**src/rtl/multdiv_pkg.sv**
```systemverilog
// Shared types and status codes for the multiply/divide sequencer.
package multdiv_pkg;

   typedef enum logic [1:0] {
      ST_IDLE  = 2'd0,
      ST_START = 2'd1,
      ST_BUSY  = 2'd2,
      ST_DONE  = 2'd3
   } state_e;

   typedef enum logic {
      OP_MULT = 1'b0,
      OP_DIV  = 1'b1
   } op_e;

   localparam int unsigned EXC_REG_DEF  = 30;
   localparam int unsigned EXC_MULT_DEF = 4;
   localparam int unsigned EXC_DIV_DEF  = 5;

   function automatic int unsigned exc_code(op_e op, int unsigned mult_code, int unsigned div_code);
      return (op == OP_MULT) ? mult_code : div_code;
   endfunction

endpackage

```
**src/rtl/multdiv_timeout_ctr.sv**
```systemverilog
// BUSY watchdog: loaded on clear, counts down while enabled, tc at zero.
module multdiv_timeout_ctr #(
   parameter int TIMEOUT = 40
) (
   input  logic clock,
   input  logic reset,
   input  logic clr,
   input  logic en,
   output logic tc
);

   localparam int CW = (TIMEOUT > 1) ? $clog2(TIMEOUT) : 1;

   logic [CW-1:0] cnt_q, cnt_d;

   always_comb begin
      cnt_d = cnt_q;
      if (clr)
         cnt_d = CW'(TIMEOUT - 1);
      else if (en && (cnt_q != '0))
         cnt_d = cnt_q - 1'b1;
   end

   always_ff @(posedge clock or negedge reset) begin
      if (!reset)
         cnt_q <= '0;
      else
         cnt_q <= cnt_d;
   end

   // The load value makes tc fire on the TIMEOUT-th enabled cycle after clear.
   assign tc = (cnt_q == '0);

endmodule

```
**src/rtl/multdiv_ctrl.sv**
```systemverilog
// Sequencer between execute and the shared multi-cycle multiply/divide unit.
//
// state | meaning
// IDLE  | waiting for an issue; stall follows the issue inputs
// START | one-cycle start pulse to the unit, watchdog loaded
// BUSY  | waiting on unit_rdy or watchdog expiry
// DONE  | single writeback beat, pipeline released
module multdiv_ctrl
   import multdiv_pkg::*;
#(
   parameter int          WIDTH    = 32,
   parameter int          REG_BITS = 5,
   parameter int          TIMEOUT  = 40,
   parameter int unsigned EXC_REG  = EXC_REG_DEF,
   parameter int unsigned EXC_MULT = EXC_MULT_DEF,
   parameter int unsigned EXC_DIV  = EXC_DIV_DEF
) (
   input  logic                clock,
   input  logic                reset,
   input  logic                issue_mult,
   input  logic                issue_div,
   input  logic [WIDTH-1:0]    op_a,
   input  logic [WIDTH-1:0]    op_b,
   input  logic [REG_BITS-1:0] op_rd,
   input  logic                flush,
   output logic                start_mult,
   output logic                start_div,
   output logic [WIDTH-1:0]    unit_a,
   output logic [WIDTH-1:0]    unit_b,
   input  logic [WIDTH-1:0]    unit_result,
   input  logic                unit_exc,
   input  logic                unit_rdy,
   output logic                stall,
   output logic                busy,
   output logic                wb_valid,
   output logic [REG_BITS-1:0] wb_rd,
   output logic [WIDTH-1:0]    wb_data
);

   state_e              state_q, state_d;
   op_e                 op_q, op_d;
   logic [WIDTH-1:0]    a_q, a_d, b_q, b_d;
   logic [REG_BITS-1:0] rd_q, rd_d;
   logic [REG_BITS-1:0] res_rd_q, res_rd_d;
   logic [WIDTH-1:0]    res_data_q, res_data_d;
   logic                ctr_clr, ctr_en, ctr_tc;

   multdiv_timeout_ctr #(.TIMEOUT(TIMEOUT)) u_timeout (
      .clock (clock),
      .reset (reset),
      .clr   (ctr_clr),
      .en    (ctr_en),
      .tc    (ctr_tc)
   );

   always_comb begin
      state_d    = state_q;
      op_d       = op_q;
      a_d        = a_q;
      b_d        = b_q;
      rd_d       = rd_q;
      res_rd_d   = res_rd_q;
      res_data_d = res_data_q;
      ctr_clr    = 1'b0;
      ctr_en     = 1'b0;
      stall      = 1'b0;
      start_mult = 1'b0;
      start_div  = 1'b0;
      wb_valid   = 1'b0;

      unique case (state_q)
         ST_IDLE: begin
            stall = issue_mult | issue_div;
            if (!flush && (issue_mult || issue_div)) begin
               op_d    = issue_mult ? OP_MULT : OP_DIV;
               a_d     = op_a;
               b_d     = op_b;
               rd_d    = op_rd;
               state_d = ST_START;
            end
         end
         ST_START: begin
            stall      = 1'b1;
            start_mult = (op_q == OP_MULT);
            start_div  = (op_q == OP_DIV);
            ctr_clr    = 1'b1;
            state_d    = flush ? ST_IDLE : ST_BUSY;
         end
         ST_BUSY: begin
            stall  = 1'b1;
            ctr_en = 1'b1;
            if (flush) begin
               state_d = ST_IDLE;
            end else if (unit_rdy && !unit_exc) begin
               res_rd_d   = rd_q;
               res_data_d = unit_result;
               state_d    = ST_DONE;
            end else if (unit_rdy || ctr_tc) begin
               res_rd_d   = REG_BITS'(EXC_REG);
               res_data_d = WIDTH'(exc_code(op_q, EXC_MULT, EXC_DIV));
               state_d    = ST_DONE;
            end
         end
         ST_DONE: begin
            wb_valid = !flush;
            state_d  = ST_IDLE;
         end
         default: state_d = ST_IDLE;
      endcase
   end

   always_ff @(posedge clock or negedge reset) begin
      if (!reset) begin
         state_q    <= ST_IDLE;
         op_q       <= OP_MULT;
         a_q        <= '0;
         b_q        <= '0;
         rd_q       <= '0;
         res_rd_q   <= '0;
         res_data_q <= '0;
      end else begin
         state_q    <= state_d;
         op_q       <= op_d;
         a_q        <= a_d;
         b_q        <= b_d;
         rd_q       <= rd_d;
         res_rd_q   <= res_rd_d;
         res_data_q <= res_data_d;
      end
   end

   assign busy    = (state_q != ST_IDLE);
   assign unit_a  = a_q;
   assign unit_b  = b_q;
   assign wb_rd   = wb_valid ? res_rd_q : '0;
   assign wb_data = wb_valid ? res_data_q : '0;

endmodule

```
**config.mk**
```make
export PLATFORM = sky130hd
export DESIGN_NAME = multdiv_ctrl
export DESIGN_NICKNAME = d
export VERILOG_FILES = /design/src/rtl/multdiv_pkg.sv /design/src/rtl/multdiv_timeout_ctr.sv /design/src/rtl/multdiv_ctrl.sv
export SDC_FILE = /design/constraint.sdc
export NUM_CORES = 1
export LEC_CHECK = 0
export BUFFER_PORTS_ARGS = -buffer_cell sky130_fd_sc_hd__buf_4
export CORE_MARGIN = 5
export CORE_UTILIZATION = 51
export DETAILED_ROUTE_END_ITERATION = 8
export PLACE_DENSITY = 0.89
export RECOVER_POWER = 100
export SETUP_SLACK_MARGIN = 0.05
export SLEW_MARGIN = 20
export SYNTH_ARGS = -nofsm -noshare
export SYNTH_HDL_FRONTEND = slang
export SYNTH_SLANG_ARGS = --single-unit
```
**constraint.sdc**
```tcl
create_clock -name clock -period 5.5 [get_ports clock]
set_input_delay 0 -clock clock [delete_from_list [all_inputs] [get_ports clock]]
set_output_delay 0 -clock clock [all_outputs]
set_load 0.01 [all_outputs]
```
# Word level (Yosys, flattened, before mapping)
# Cells that the tools add are included.
[word_totals]
register_bits = 115
output_inout_bits = 106
[classes]
n_addsub = 1
n_eq_ne = 5
n_mux = 22
bitwise_logic = 3
n_reduce_logical = 17
[ops]
columns = ["operator", "n"]
rows = [
  ["32-bit two-way mux", 3],
  ["5-bit two-way mux", 3],
  ["6-bit two-way mux", 2],
  ["2-bit two-way mux", 5],
  ["2-bit case mux with 4 select lines", 1],
  ["1-bit two-way mux", 7],
  ["6-bit zero test", 1],
  ["2-bit nonzero test", 3],
  ["6-bit nonzero test", 1],
  ["6-bit by 1-bit subtractor with 6-bit output, second input constant", 1],
  ["2-bit equality test, second input constant", 2],
  ["4-bit != test, second input constant", 1],
  ["2-bit AND reduction", 2],
  ["1-bit logical AND", 3],
  ["3-bit AND reduction", 1],
  ["2-bit by 1-bit equality test with 1-bit output, second input constant", 1],
  ["1-bit zero test", 2],
  ["2-bit zero test", 1],
  ["1-bit logical OR", 2],
  ["2-bit != test, second input constant", 1],
  ["1-bit NOT", 2],
  ["1-bit case mux with 2 select lines", 1],
  ["2-bit OR reduction", 1],
  ["1-bit OR", 1],
]

# Depth between registers and ports, before layout
# Gate-level depths: netlist (run 1).
[logic_depth]
depth_word = 6
ltp_mapped = 7
mapped_depth_nobuf = 5

# Modules after synthesis
# From an unflattened synthesis (run 1), not the netlist that was laid out.
[unflattened]
cells_unflattened = 422
hier_area_um2 = 5357.6
[modules_own_cells]
columns = ["module", "instances", "cells_per_inst", "area_per_inst_um2", "seq_area_each_um2"]
rows = [
  ["multdiv_ctrl", 1, 385, 4992.3, 2727.6],
  ["multdiv_timeout_ctr", 1, 37, 365.4, 150.1],
]

# Worst setup path after synthesis (run 1)
# OpenSTA, ideal clock, no wires.
[synth_path]
path_kind = "register -> register"
from = "register state_q[0]"
to = "register b_q[10] (netlist: unit_b[10])"
setup_time_ns = 0.125
t_arrival_ns = 1.682
t_required_ns = 5.375
path_slack_ns = 3.694
stages_incl_launch_ff = 8
n_path_buf = 2
synth_period_minus_slack_ns = 1.806
cell_sequence = "dfrtp_1 > inv_1 > ha_1 > o21ai_1 > nor2_2 > buf_2 > buf_4 > mux2_2"
[synth_between]
elab_chain_len = 2
[synth_lines]
columns = ["element", "line", "text"]
rows = [
  ["start: declaration", "multdiv_ctrl.sv:40", "state_e state_q, state_d;"],
  ["start signal: assignment", "multdiv_ctrl.sv:122", "state_q <= state_d;"],
  ["2-bit zero test", "multdiv_ctrl.sv:71", "unique case (state_q)"],
  ["2-bit AND reduction (no source line)", "-", ""],
  ["end signal: assignment", "multdiv_ctrl.sv:117", "b_q <= '0;"],
  ["end signal: assignment", "multdiv_ctrl.sv:125", "b_q <= b_d;"],
  ["end: declaration", "multdiv_ctrl.sv:42", "logic [WIDTH-1:0] a_q, a_d, b_q, b_d;"],
]
# Every way passes these cells.
# A chain may end at the register's enable or synchronous reset.

==> summary.md, run 1 <==
| Metric | Value |
|---|---|
| Status | `complete, but fails checks` |
| Violations in the final reports | `max-capacitance violations, max-slew violations` |
| Critical-path top delay cell | `sky130_fd_sc_hd__clkbuf_1` |
| Startpoint type of the worst setup path | `primary input` |
| Die boundary height | `107 um` |
| Crit path required time | `6.09 ns` |
| Detailed placement HPWL | `9.21 mm` |
| Placer congestion estimate | `0.802` |
| Area of combinational cells with multiple inputs | `1770 sq um` |
| X dimension of the die | `107 um` |
| RSZ-0062 raised after global routing | `no` |
| Initial antenna violation count | `1` |
| Power density normalized to cell area | `479 nW/um^2` |
| Count of final setup violators | `0` |
| Number of flip-flops and latches in the synthesized netlist | `115` |
| Most common cell in the netlist | `sky130_fd_sc_hd__dfrtp_1` |
| Layout filler cell count | `452` |
| Final worst clock skew | `0.0122 ns` |
| Combinational family with the most area after synthesis | `multiplexers` |
| Number of distinct library cells after synthesis | `38` |
| Count of warnings emitted by yosys | `0` |
| Number of nets in the layout | `781` |
| Skew-Pair Late Insertion Delay | `0.52 ns` |
| Clock transition at the registers of the reported paths | `0.06 ns` |
| Most frequently used flop master after synthesis | `sky130_fd_sc_hd__dfrtp_1` |
| Number of buffers inserted for hold repair after clock tree synthesis | `107` |
| Sink count of the clock tree | `115` |
| Length of the first detailed-routing pass in iterations | `6` |
| Sequential fraction of the synthesis area | `60.5%` |
| Count of instances resized after the clock tree is built | `0` |
| Termination of the worst setup path | `unit_b[17]$_DFFE_PN0P_` |
| Highest clock rate | `299 MHz` |
| Number of global-route vias before repair | `5057` |
| Max_cap viols | `4` |
| Final period demand of the worst path | `3.34 ns` |
| Leftover overflow at the end of global routing | `0` |
| Most area-hungry cell type in the Yosys netlist | `sky130_fd_sc_hd__dfrtp_1` |
| TritonCTS clock tree | `yes` |
| Standard cell area after detailed placement | `6440 sq um` |
| Synth Area in Simple Gates | `8.62%` |
| Post-synth EDFFs | `0` |
| Drt wl/cell | `23.3 um` |
| Count of endpoints failing hold in the final timing report | `0` |
| Antenna-violating nets left | `0` |
| Final instance area | `7820 sq um` |
| Slew Viols, Final | `208` |
| Startpoint-to-endpoint class of the critical path | `in -> async` |
| CP cell instances | `dlygate4sd3_1 > clkbuf_1 > buf_4` |
| Routed wire length | `18.4 mm` |
| Element type at the critical path end | `asynchronous set/reset pin` |
| Worst-case setup slack after placement | `3.07 ns` |
| Final setup TNS | `0 ns` |
| Cells after Synth | `343` |
| Mean number of vias per cell | `5.67` |
| Xor-xnor portion of the synthesized cell area | `0%` |
| Std-Cell Core Area | `9150 sq um` |
| Number of top-level design ports | `214` |
| Total routing resource utilization after global routing | `33.1%` |
| Signed area change from the synthesized netlist to the final layout | `64.3%` |
| Deepest level of the CTS H-tree | `4` |
| Period Utilization, post-route | `60.7%` |
| Worst Setup SP | `reset` |
| Top post-synthesis cells by count | `sky130_fd_sc_hd__dfrtp_1, sky130_fd_sc_hd__mux2_2, sky130_fd_sc_hd__and2_1, sky130_fd_sc_hd__a22o_1, sky130_fd_sc_hd__buf_2` |
| Highest net fanout along the worst path | `66` |
| Max Buffers Root-to-Sink | `2` |
| Async set-reset flop share out of synthesis | `100%` |
| End of the worst register-to-register path | `res_data_q[26]$_DFFE_PN0P_` |
| Share of synthesized cell area in full adder, half adder and majority cells | `1.84%` |
| Pwr Total | `3.75 mW` |
| Flip-flop and latch area | `2880 sq um` |
| Area of the mapped netlist | `4760 sq um` |
| Vias post-DR | `4471` |
| Arrival time of the worst setup path | `3.93 ns` |
| Port buffer count | `213` |
| Clock tree root buffer cell | `sky130_fd_sc_hd__clkbuf_8` |
| Max stage delay on crit path | `2.48 ns` |
| Proportion of layout cells with a drive suffix above 1 | `35.7%` |
| Ranking of synthesized cells by area | `sky130_fd_sc_hd__dfrtp_1, sky130_fd_sc_hd__mux2_2, sky130_fd_sc_hd__a22o_1` |
| Worst reg2reg startpoint | `state_q[0]$_DFFE_PN0P_` |
| Share of the synthesized area in the top cell type | `60.5%` |
| Wire length of the first global-routing pass | `28.5 mm` |
| Post-synthesis compound-gate area fraction | `9.46%` |
| Leakage power figure | `3.62 nW` |
| Pin count of the biggest net entering global routing | `70` |
| Iteration-0 DRC Markers | `258` |
| Syn Nets | `458` |
| PnR worst setup slack | `2.16 ns` |
| Effective utilization at floorplan | `52.0%` |
| Worst supply voltage drop on vdd | `312 uV` |
| Worst reg2reg path depth | `5` |
| Mux contribution to synthesized area | `17.2%` |
| Die footprint | `11400 sq um` |
| Max transition margin | `-137%` |
| Synthesized area per cell | `13.9 sq um` |
| DR DRC count | `0` |
| HP Class | `in -> reg` |
| Worst Tran Pin Value | `3.55 ns` |
| Number of buffers created by CTS | `17` |
| Post-Route Hold Slack | `0.0148 ns` |
| Reg-to-reg setup timing slack | `2.19 ns` |
| Post-CTS Setup Bufs | `0` |
| FP Rows | `35` |
-- critical path, delay by kind of cell --
| kind | cells | cell delay (ns) |
|---|---|---|
| buffers and inverters | 3 | 3.88 |
-- kinds of logic (layout without fill, tap and decap cells) --
logic type	Yosys count	in the layout
AOI/OAI and AO/OA	56	56
buffers and inverters	25	359
other	0	1
adders and majority gates	7	7
and+or+nand+nor	67	67
muxes	73	73
DFF	115	115
-- cell usage in the layout (no fill, tap or decap), types with 5 or more instances in the layout --
master / n
sky130_fd_sc_hd__clkbuf_8: 5
sky130_fd_sc_hd__and2_0: 36
sky130_fd_sc_hd__o22a_1: 5
sky130_fd_sc_hd__inv_1: 6
sky130_fd_sc_hd__nor2_1: 8
sky130_fd_sc_hd__mux2_2: 61
sky130_fd_sc_hd__clkbuf_1: 70
sky130_fd_sc_hd__clkbuf_16: 16
sky130_fd_sc_hd__a22o_1: 31
sky130_fd_sc_hd__dfrtp_1: 115
sky130_fd_sc_hd__dlygate4sd3_1: 107
sky130_fd_sc_hd__ha_1: 7
sky130_fd_sc_hd__buf_4: 146
sky130_fd_sc_hd__o21ai_0: 5
sky130_fd_sc_hd__mux2_1: 10
-- registers in the layout, indices dropped and copies added, names as in the netlist --
| signal | flops |
|---|---|
| op_q | 1 |
| rd_q | 5 |
| res_data_q | 32 |
| res_rd_q | 5 |
| state_q | 2 |
| u_timeout.cnt_q | 6 |
| unit_a | 32 |
| unit_b | 32 |
-- per-layer routing --
layer / up-vias / GRT usage, % / wire length, um
met5: - / 0 / 0
met4: 0 / 14.5 / 890
met3: 83 / 10.3 / 1460
met2: 317 / 59.4 / 9550
met1: 2202 / 35.8 / 6500
li1: 1869 / - / -
-- layout make-up --
class	count	area share, %
antenna	1	0.0320
clock buffer	22	6.05
clock inverter	8	1.31
inverter	6	0.288
multi-input combinational	203	22.7
sequential	115	36.8
tap	111	1.78
timing repair buffer	323	31.1
-- report_power, final --
group / switching (mW) / leakage (nW) / total, mW / internal [mW]
clock network: 0.409 / 0.279 / 1.10 / 0.688
registers: 0.262 / 1.39 / 1.48 / 1.22
logic: 0.606 / 1.94 / 1.17 / 0.568
total: 1.28 / 3.62 / 3.75 / 2.47
-- metrics by stage --
stage                     std cells  util [%]
after floorplan                 343         -
after global placement          651      70.4
after detailed placement        651      70.4
after CTS                       788      88.4
after global routing            789      85.5
final                           789      85.5
-- worst min-delay path by stage --
| stage | start | cells after the start | end | slack (ns) |
|---|---|---|---|---|
| 4_1_cts | unit_exc | 4 | res_data_q[0]$_DFFE_PN0P_ | 0.03 |
| 5_1_grt | unit_exc | 4 | res_data_q[0]$_DFFE_PN0P_ | 0.04 |
| 2_1_floorplan | reset | 0 | op_q$_DFFE_PN0P_ | -0.30 |
| 3_3_place_gp | reset | 1 | unit_a[21]$_DFFE_PN0P_ | 0.13 |
| 3_5_place_dp | reset | 1 | unit_a[21]$_DFFE_PN0P_ | 0.14 |
| 6_report | unit_exc | 4 | res_data_q[0]$_DFFE_PN0P_ | 0.01 |
Note: power is estimated with default switching activity, not from simulation.
==> run 2: changes to the inputs <==
Settings changed: ABC_AREA from default to 1, CORE_UTILIZATION 51 to 48, PLACE_DENSITY 0.89 to 0.83.
Clock period 5.5 ns to 3.4 ns, I/O delays scaled along.
==> run 2 against run 1 <==
The run still ends with max-capacitance violations, max-slew violations left. Final cell count increased by 38%. Sequential share of layout area decreased by 0.76 points. Synthesized area increased by 10%. Cell area increased by 2.1%. Worst hold slack improved by 0.062 ns. Register-to-register slack got worse by 1.2 ns. Die area increased by 15%. Power increased by 55%. Combinational power increased by 56%. Largest power group unchanged.
==> summary.md, run 2 <==
| Metric | Value |
|---|---|
| Status | `complete, but fails checks` |
| Violations in the final reports | `max-capacitance violations, max-slew violations` |
| Clock transition at the registers of the reported paths | `0.06 ns (about the same)` |
| Most common cell in the netlist | `sky130_fd_sc_hd__nand2_1` |
| Max Buffers Root-to-Sink | `2 (unchanged)` |
| Cell repeated most along the worst path | `sky130_fd_sc_hd__inv_1` |
| Termination of the worst setup path | `res_data_q[22]$_DFFE_PN0P_` |
| PnR worst setup slack | `1.01 ns (-1.15 ns)` |
| Worst reg2reg path depth | `6 (+1)` |
| Mean number of vias per cell | `4.76 (-16%)` |
| Sequential fraction of the synthesis area | `54.9% (-5.6 points)` |
| Startpoint type of the worst setup path | `register` |
| Number of buffers inserted for hold repair after clock tree synthesis | `105 (-1.9%)` |
| Initial antenna violation count | `1 (unchanged)` |
| Core occupancy in the finished layout | `74.0% (-11 points)` |
| Skew-Pair Late Insertion Delay | `0.50 ns (-0.02 ns)` |
| Signed area change from the synthesized netlist to the final layout | `52.2%` |
| Critical-path top delay cell | `sky130_fd_sc_hd__nand2_2` |
| Switching power | `2.17 mW (+70%)` |
| Top post-synthesis cells by count | `sky130_fd_sc_hd__nand2_1, sky130_fd_sc_hd__inv_1, sky130_fd_sc_hd__dfrtp_1, sky130_fd_sc_hd__nor2_1, sky130_fd_sc_hd__o21ai_1` |
| Pwr Total | `5.80 mW (+55%)` |
| Std-Cell Core Area | `10800 sq um (+18%)` |
| End of the worst register-to-register path | `res_data_q[22]$_DFFE_PN0P_` |
| Worst Setup SP | `state_q[0]$_DFFE_PN0P_` |
| Worst Tran Pin Value | `2.03 ns (-1.52 ns)` |
| Number of flip-flops and latches in the synthesized netlist | `115 (unchanged)` |
| Power density normalized to cell area | `726 nW/um^2 (+52%)` |
| Highest-count cells in the layout ignoring fill and taps | `sky130_fd_sc_hd__nand2_1, sky130_fd_sc_hd__inv_1, sky130_fd_sc_hd__dfrtp_1` |
| Length of the first detailed-routing pass in iterations | `5 (-1)` |
| Share of the synthesized area in the top cell type | `54.9% (-5.6 points)` |
| Portion of total power attributed to sequential cells | `39.2% (-0.3 points)` |
| Worst supply voltage drop on vdd | `400 uV (+28%)` |
| Proportion of layout cells with a drive suffix above 1 | `15.7% (-20 points)` |
| TritonCTS clock tree | `yes` |
| Final instance area | `7990 sq um (+2.1%)` |
| Vias post-DR | `5203 (+16%)` |
| Period Utilization, post-route | `70.4%` |
| Max transition margin | `-35.4% (+100 points)` |
| Reg-to-reg setup timing slack | `1.01 ns (-1.18 ns)` |
| Number of distinct library cells after synthesis | `25 (-34%)` |
| Sink count of the clock tree | `115 (unchanged)` |
| Leakage power figure | `4.02 nW (+11%)` |
| Most area-hungry cell type in the Yosys netlist | `sky130_fd_sc_hd__dfrtp_1` |
| Drt wl/cell | `15.1 um (-35%)` |
| Most frequently used flop master after synthesis | `sky130_fd_sc_hd__dfrtp_1` |
| FP Rows | `38 (+8.6%)` |
| Count of instances resized after the clock tree is built | `0 (unchanged)` |
| Max stage delay on crit path | `0.65 ns (-1.83 ns)` |
| Max_cap viols | `1 (-3)` |
| X dimension of the die | `115 um (+7.4%)` |
| Syn Nets | `741 (+62%)` |
| Die footprint | `13100 sq um (+15%)` |
| Ranking of synthesized cells by area | `sky130_fd_sc_hd__dfrtp_1, sky130_fd_sc_hd__nand2_1, sky130_fd_sc_hd__inv_1` |
| Effective utilization at floorplan | `48.6% (-3.4 points)` |
| Post-synth EDFFs | `0 (unchanged)` |
| Number of nets in the layout | `1053 (+35%)` |
| Leftover overflow at the end of global routing | `0 (unchanged)` |
| Async set-reset flop share out of synthesis | `100% (unchanged)` |
| Placer congestion estimate | `0.769 (-4.1%)` |
| Final period demand of the worst path | `2.39 ns` |
| Number of buffers created by CTS | `17 (unchanged)` |
| Detailed placement HPWL | `9.48 mm (+2.9%)` |
| Sw frac | `37.4% (+3.4 points)` |
| Highest clock rate | `418 MHz` |
| Post-CTS Setup Bufs | `0 (unchanged)` |
| Standard cell area after detailed placement | `6870 sq um (+6.6%)` |
| Worst-case setup slack after placement | `1.46 ns (-1.61 ns)` |
| Wire length of the first global-routing pass | `27.0 mm (-5.4%)` |
| Startpoint-to-endpoint class of the critical path | `reg -> reg` |
| Part of the total power dissipated in the clock network | `29.5% (+0.3 points)` |
| Iteration-0 DRC Markers | `317 (+23%)` |
| Synthesized area per cell | `8.38 sq um (-40%)` |
| Clock tree root buffer cell | `sky130_fd_sc_hd__clkbuf_8` |
| Deepest level of the CTS H-tree | `4 (unchanged)` |
| Highest net fanout along the worst path | `73 (+11%)` |
| Antenna-violating nets left | `0 (unchanged)` |
| Commonest non-fill, non-tap cell in the layout | `sky130_fd_sc_hd__nand2_1` |
| Crit path required time | `3.76 ns (-2.33 ns)` |
| Cell-internal power | `3.63 mW (+47%)` |
| Routed wire length | `16.4 mm (-11%)` |
| Final setup TNS | `0 ns (unchanged)` |
| Total routing resource utilization after global routing | `25.9% (-7.1 points)` |
| Cells after Synth | `626 (+83%)` |
| Count of endpoints failing hold in the final timing report | `0 (unchanged)` |
| RSZ-0062 raised after global routing | `no` |
| Area of the mapped netlist | `5250 sq um (+10%)` |
| Final worst clock skew | `0.0138 ns (+0.00155 ns)` |
| DR DRC count | `0 (unchanged)` |
| Element type at the critical path end | `register` |
| Number of global-route vias before repair | `5435 (+7.5%)` |
| Pin count of the biggest net entering global routing | `101 (+44%)` |
| Worst reg2reg startpoint | `state_q[0]$_DFFE_PN0P_` |
| Arrival time of the worst setup path | `2.75 ns (-1.18 ns)` |
| Die boundary height | `115 um (+7.4%)` |
| HP Class | `in -> reg` |
| Port buffer count | `213 (unchanged)` |
| Count of final setup violators | `0 (unchanged)` |
| Comb power frac | `31.3% (about the same)` |
| Count of warnings emitted by yosys | `0 (unchanged)` |
| Slew Viols, Final | `83 (-60%)` |
| CP cell instances | `inv_1 > ha_1 > inv_1 > nor2_1 > nand2_2 > o21ai_0` |
| Number of top-level design ports | `214 (unchanged)` |
-- run 2: cell types whose count changed in the layout (fill, tap and decap cells not counted), moves of 5 or more --
| cell | delta |
|---|---|
| sky130_fd_sc_hd__and2_0 | -36 |
| sky130_fd_sc_hd__buf_4 | -37 |
| sky130_fd_sc_hd__o21ai_0 | +100 |
| sky130_fd_sc_hd__nor2_1 | +41 |
| sky130_fd_sc_hd__nand3_1 | +13 |
| sky130_fd_sc_hd__mux2_2 | -61 |
| sky130_fd_sc_hd__clkbuf_1 | +36 |
| sky130_fd_sc_hd__inv_1 | +114 |
| sky130_fd_sc_hd__mux2_1 | -10 |
| sky130_fd_sc_hd__nand2_1 | +169 |
| sky130_fd_sc_hd__a22o_1 | -31 |
| sky130_fd_sc_hd__o22a_1 | -5 |
-- run 2: cells by family (layout without fill, tap and decap cells) --
logic type / Yosys count / after routing / synth area share [%]
adder cells (fa/ha/maj): 7 / 7 / 1.67
buffers and inverters: 151 / 476 / 12.6
AND/OR/NAND/NOR: 242 / 242 / 18.5
other: 0 / 1 / 0
flip-flops: 115 / 115 / 54.9
AO/OA/AOI/OAI: 111 / 111 / 12.4
-- run 2: worst min path at each step --
stage                           from                      end  slack, ns  cells after the start
after floorplan                reset         op_q$_DFFE_PN0P_      -0.30                      0
after global placement    issue_mult         op_q$_DFFE_PN0P_       0.19                      2
after detailed placement  issue_mult         op_q$_DFFE_PN0P_       0.20                      2
after CTS                   unit_exc  res_rd_q[2]$_DFFE_PN0P_       0.05                      5
after global routing        unit_exc  res_rd_q[1]$_DFFE_PN0P_       0.11                      5
final                       unit_exc  res_rd_q[2]$_DFFE_PN0P_       0.08                      5
-- run 2: power by group through the flow --
| stage | Sequential [mW] | Clock (mW) | Combinational (mW) |
|---|---|---|---|
| global route | 2.34 | 1.80 | 2.07 |
| floorplan | 2.37 | 0 | 0.957 |
| CTS | 2.25 | 1.74 | 2.18 |
| global placement | 2.25 | 0 | 2.00 |
| detailed placement | 2.26 | 0 | 2.07 |
| finish | 2.28 | 1.71 | 1.82 |
-- run 2: worst max-delay path: cells and delay by family (launching register included) --
family / cells / cell delay, ns
simple gates: 2 / 0.87
flops: 1 / 0.43
fa+ha+maj: 1 / 0.21
buf+inv: 2 / 0.19
compound gates: 1 / 0.54
-- run 2: layout make-up --
cell class	instances	area (sq um)
flip-flops and latches	115	2880
fillers	853	2810
repair buffers	322	2290
multi-input cells	360	1610
inverters	122	458
clock buffers	17	414
well taps	140	175
clock inverters	15	158
diodes	1	2.50
-- run 2: through the flow --
step                      std cells  hold WS [ns]
after floorplan                 626        -0.296
after global placement          954         0.188
after detailed placement        954         0.199
after CTS                      1091        0.0467
after global routing           1092         0.105
final                          1092        0.0763
-- run 2: metal layers --
layer  up-vias  share of wire [%]  GRT usage [%]
li1       2518                  -              -
met1      2402                 40           31.3
met2       240                 49           42.6
met3        43                8.6           8.67
met4         0                2.8           10.7
met5         -                  0              0
==> run 3: changes to the inputs <==
Clock period 3.4 ns to 2.3 ns, I/O delays scaled along.
==> run 3 against run 2 <==
The run now ends clean. Cell area increased by 1.2%. Sequential share of layout area decreased by 0.43 points. Non-clock buffer count increased by 7. Die area unchanged. Global-route usage increased by 0.82 points. Clock-buffer cell count increased by 1.
==> summary.md, run 3 (synthesis gave the netlist of run 2 again) <==
| Metric | Value |
|---|---|
| Flip-flop and latch area | `2880 sq um (unchanged)` |
| Pin count of the biggest net entering global routing | `74 (-27%)` |
| Number of nets in the layout | `1060 (+0.66%)` |
| Switching power | `3.29 mW (+52%)` |
| Die footprint | `13100 sq um (unchanged)` |
| Layout filler cell count | `841 (-1.4%)` |
| Portion of total power attributed to sequential cells | `38.4% (-0.8 points)` |
| Period Utilization, post-route | `84.1% (+14 points)` |
| Startpoint-to-endpoint class of the critical path | `reg -> reg` |
| HP Class | `in -> reg` |
| Initial antenna violation count | `0 (-1)` |
| Signed area change from the synthesized netlist to the final layout | `54.1%` |
| Leftover overflow at the end of global routing | `0 (unchanged)` |
| Effective utilization at floorplan | `48.6% (unchanged)` |
| Sw frac | `37.7% (+0.27 points)` |
| Max transition margin | `32.8% (+68 points)` |
| Deepest level of the CTS H-tree | `4 (unchanged)` |
| Number of buffers created by CTS | `17 (unchanged)` |
| Std-Cell Core Area | `10800 sq um (unchanged)` |
| Vias post-DR | `5300 (+1.9%)` |
| Number of top-level design ports | `214 (unchanged)` |
| Arrival time of the worst setup path | `2.34 ns (-0.41 ns)` |
| Power density normalized to cell area | `1080 nW/um^2 (+49%)` |
| Placer congestion estimate | `0.771 (+0.23%)` |
| Mean number of vias per cell | `4.82 (+1.1%)` |
| Proportion of layout cells with a drive suffix above 1 | `16.2% (+0.51 points)` |
| FP Rows | `38 (unchanged)` |
| Highest-count cells in the layout ignoring fill and taps | `sky130_fd_sc_hd__nand2_1, sky130_fd_sc_hd__inv_1, sky130_fd_sc_hd__dfrtp_1` |
| Number of cells in the finished layout apart from fillers | `1100 (+0.73%)` |
| TritonCTS clock tree | `yes` |
| Detailed placement HPWL | `9.76 mm (+2.9%)` |
| Inst Count DP | `959 (+0.52%)` |
| Commonest non-fill, non-tap cell in the layout | `sky130_fd_sc_hd__nand2_1` |
| Die boundary height | `115 um (unchanged)` |
| Slew Viols, Final | `0 (-100%)` |
| Comb power frac | `31.6% (+0.3 points)` |
| Final setup TNS | `0 ns (unchanged)` |
| RSZ-0062 raised after global routing | `no` |
| Count of endpoints failing hold in the final timing report | `0 (unchanged)` |
| Max_cap viols | `0 (-1)` |
| Core occupancy in the finished layout | `74.9% (+0.89 points)` |
| Element type at the critical path end | `register` |
| Highest net fanout along the worst path | `39 (-47%)` |
| Total routing resource utilization after global routing | `26.8% (+0.82 points)` |
| Final worst clock skew | `0.00769 ns (-0.00611 ns)` |
| Antenna-violating nets left | `0 (unchanged)` |
| Status | `complete, no violations` |
| Max Buffers Root-to-Sink | `2 (unchanged)` |
| Port buffer count | `213 (unchanged)` |
| Leakage power figure | `4.08 nW (+1.5%)` |
| Clock transition at the registers of the reported paths | `0.06 ns (about the same)` |
| Length of the first detailed-routing pass in iterations | `5 (unchanged)` |
| Iteration-0 DRC Markers | `338 (+6.6%)` |
| Skew-Pair Late Insertion Delay | `0.51 ns (about the same)` |
| PnR worst setup slack | `0.366 ns (-0.639 ns)` |
| Count of final setup violators | `0 (unchanged)` |
| Pwr Total | `8.74 mW (+51%)` |
| Area of combinational cells with multiple inputs | `1620 sq um (+0.54%)` |
| Clock tree root buffer cell | `sky130_fd_sc_hd__clkbuf_8` |
| Crit path required time | `2.71 ns (-1.05 ns)` |
| Drt wl/cell | `15.5 um (+3.1%)` |
| Worst supply voltage drop on vdd | `808 uV (+100%)` |
| Wire length of the first global-routing pass | `27.7 mm (+2.5%)` |
| X dimension of the die | `115 um (unchanged)` |
| DR DRC count | `0 (unchanged)` |
| Post-CTS Setup Bufs | `0 (unchanged)` |
| Part of the total power dissipated in the clock network | `30.1% (+0.6 points)` |
| Cell-internal power | `5.44 mW (+50%)` |
| Highest clock rate | `517 MHz (+24%)` |
| Number of global-route vias before repair | `5614 (+3.3%)` |
| Worst Tran Pin Value | `1.01 ns (-1.02 ns)` |
| Worst-case setup slack after placement | `0.484 ns (-0.980 ns)` |
| Routed wire length | `17.1 mm (+3.9%)` |
| Startpoint type of the worst setup path | `register` |
| Sink count of the clock tree | `115 (unchanged)` |
| Final period demand of the worst path | `1.93 ns (-0.461 ns)` |
[run 3: repair_timing]
action | 4_1_cts | 5_1_grt
gates resized for setup | 0 | 0
hold buffers | 107 | 0
endpoints found under the hold margin | 219 | 0
[run 3: critical path, stage by stage (launching register included)]
cell	delay [ns]
sky130_fd_sc_hd__dfrtp_1	0.43
sky130_fd_sc_hd__inv_1	0.11
sky130_fd_sc_hd__ha_1	0.25
sky130_fd_sc_hd__nand3_4	0.37
sky130_fd_sc_hd__clkbuf_2	0.40
sky130_fd_sc_hd__o21ai_0	0.27
[run 3: cell type report]
type | count | area share [%]
inverters | 122 | 5.67
diodes | 2 | 0.0619
well taps | 140 | 2.17
clock inverters | 14 | 2.04
flip-flops and latches | 115 | 35.6
repair buffers | 329 | 29.1
multi-input cells | 360 | 20.0
clock buffers | 18 | 5.29
[run 3: through the flow]
| stage | hold WS (ns) | area (sq um) |
|---|---|---|
| floorplan | -0.296 | 5250 |
| global placement | -0.00392 | 6930 |
| detailed placement | -0.00971 | 6930 |
| CTS | 0.0362 | 8590 |
| global route | 0.0999 | 8080 |
| finish | 0.0496 | 8080 |
[run 3: final timing paths]
| path | from | endpoint | slack (ns) | depth (start not counted) |
|---|---|---|---|---|
| setup / recovery | state_q[1]$_DFFE_PN0P_ | unit_b[5]$_DFFE_PN0P_ | 0.37 | 5 |
| hold / removal | unit_exc | res_rd_q[3]$_DFFE_PN0P_ | 0.05 | 5 |
| setup reg to reg | state_q[1]$_DFFE_PN0P_ | unit_b[5]$_DFFE_PN0P_ | 0.37 | 5 |
| hold reg to reg | res_data_q[20]$_DFFE_PN0P_ | res_data_q[20]$_DFFE_PN0P_ | 0.48 | 2 |
| max in group asynchronous | reset | rd_q[1]$_DFFE_PN0P_ | 0.42 | 4 |
| min in group asynchronous | reset | res_data_q[8]$_DFFE_PN0P_ | 0.72 | 3 |
[run 3: per-layer routing]
metal	track usage, %	vias to the layer above	wire, um
met1	31.8	2471	6650
li1	-	2535	-
met5	0	-	0
met2	44.5	238	8360
met4	10.7	0	568
met3	9.30	56	1510
[run 3: power groups by stage]
stage / registers [mW] / clock network, mW / logic (mW)
detailed placement: 3.32 / 0 / 3.11
global placement: 3.31 / 0 / 3.00
global route: 3.45 / 2.77 / 3.11
CTS: 3.32 / 2.68 / 3.26
finish: 3.35 / 2.63 / 2.76
floorplan: 3.50 / 0 / 1.41
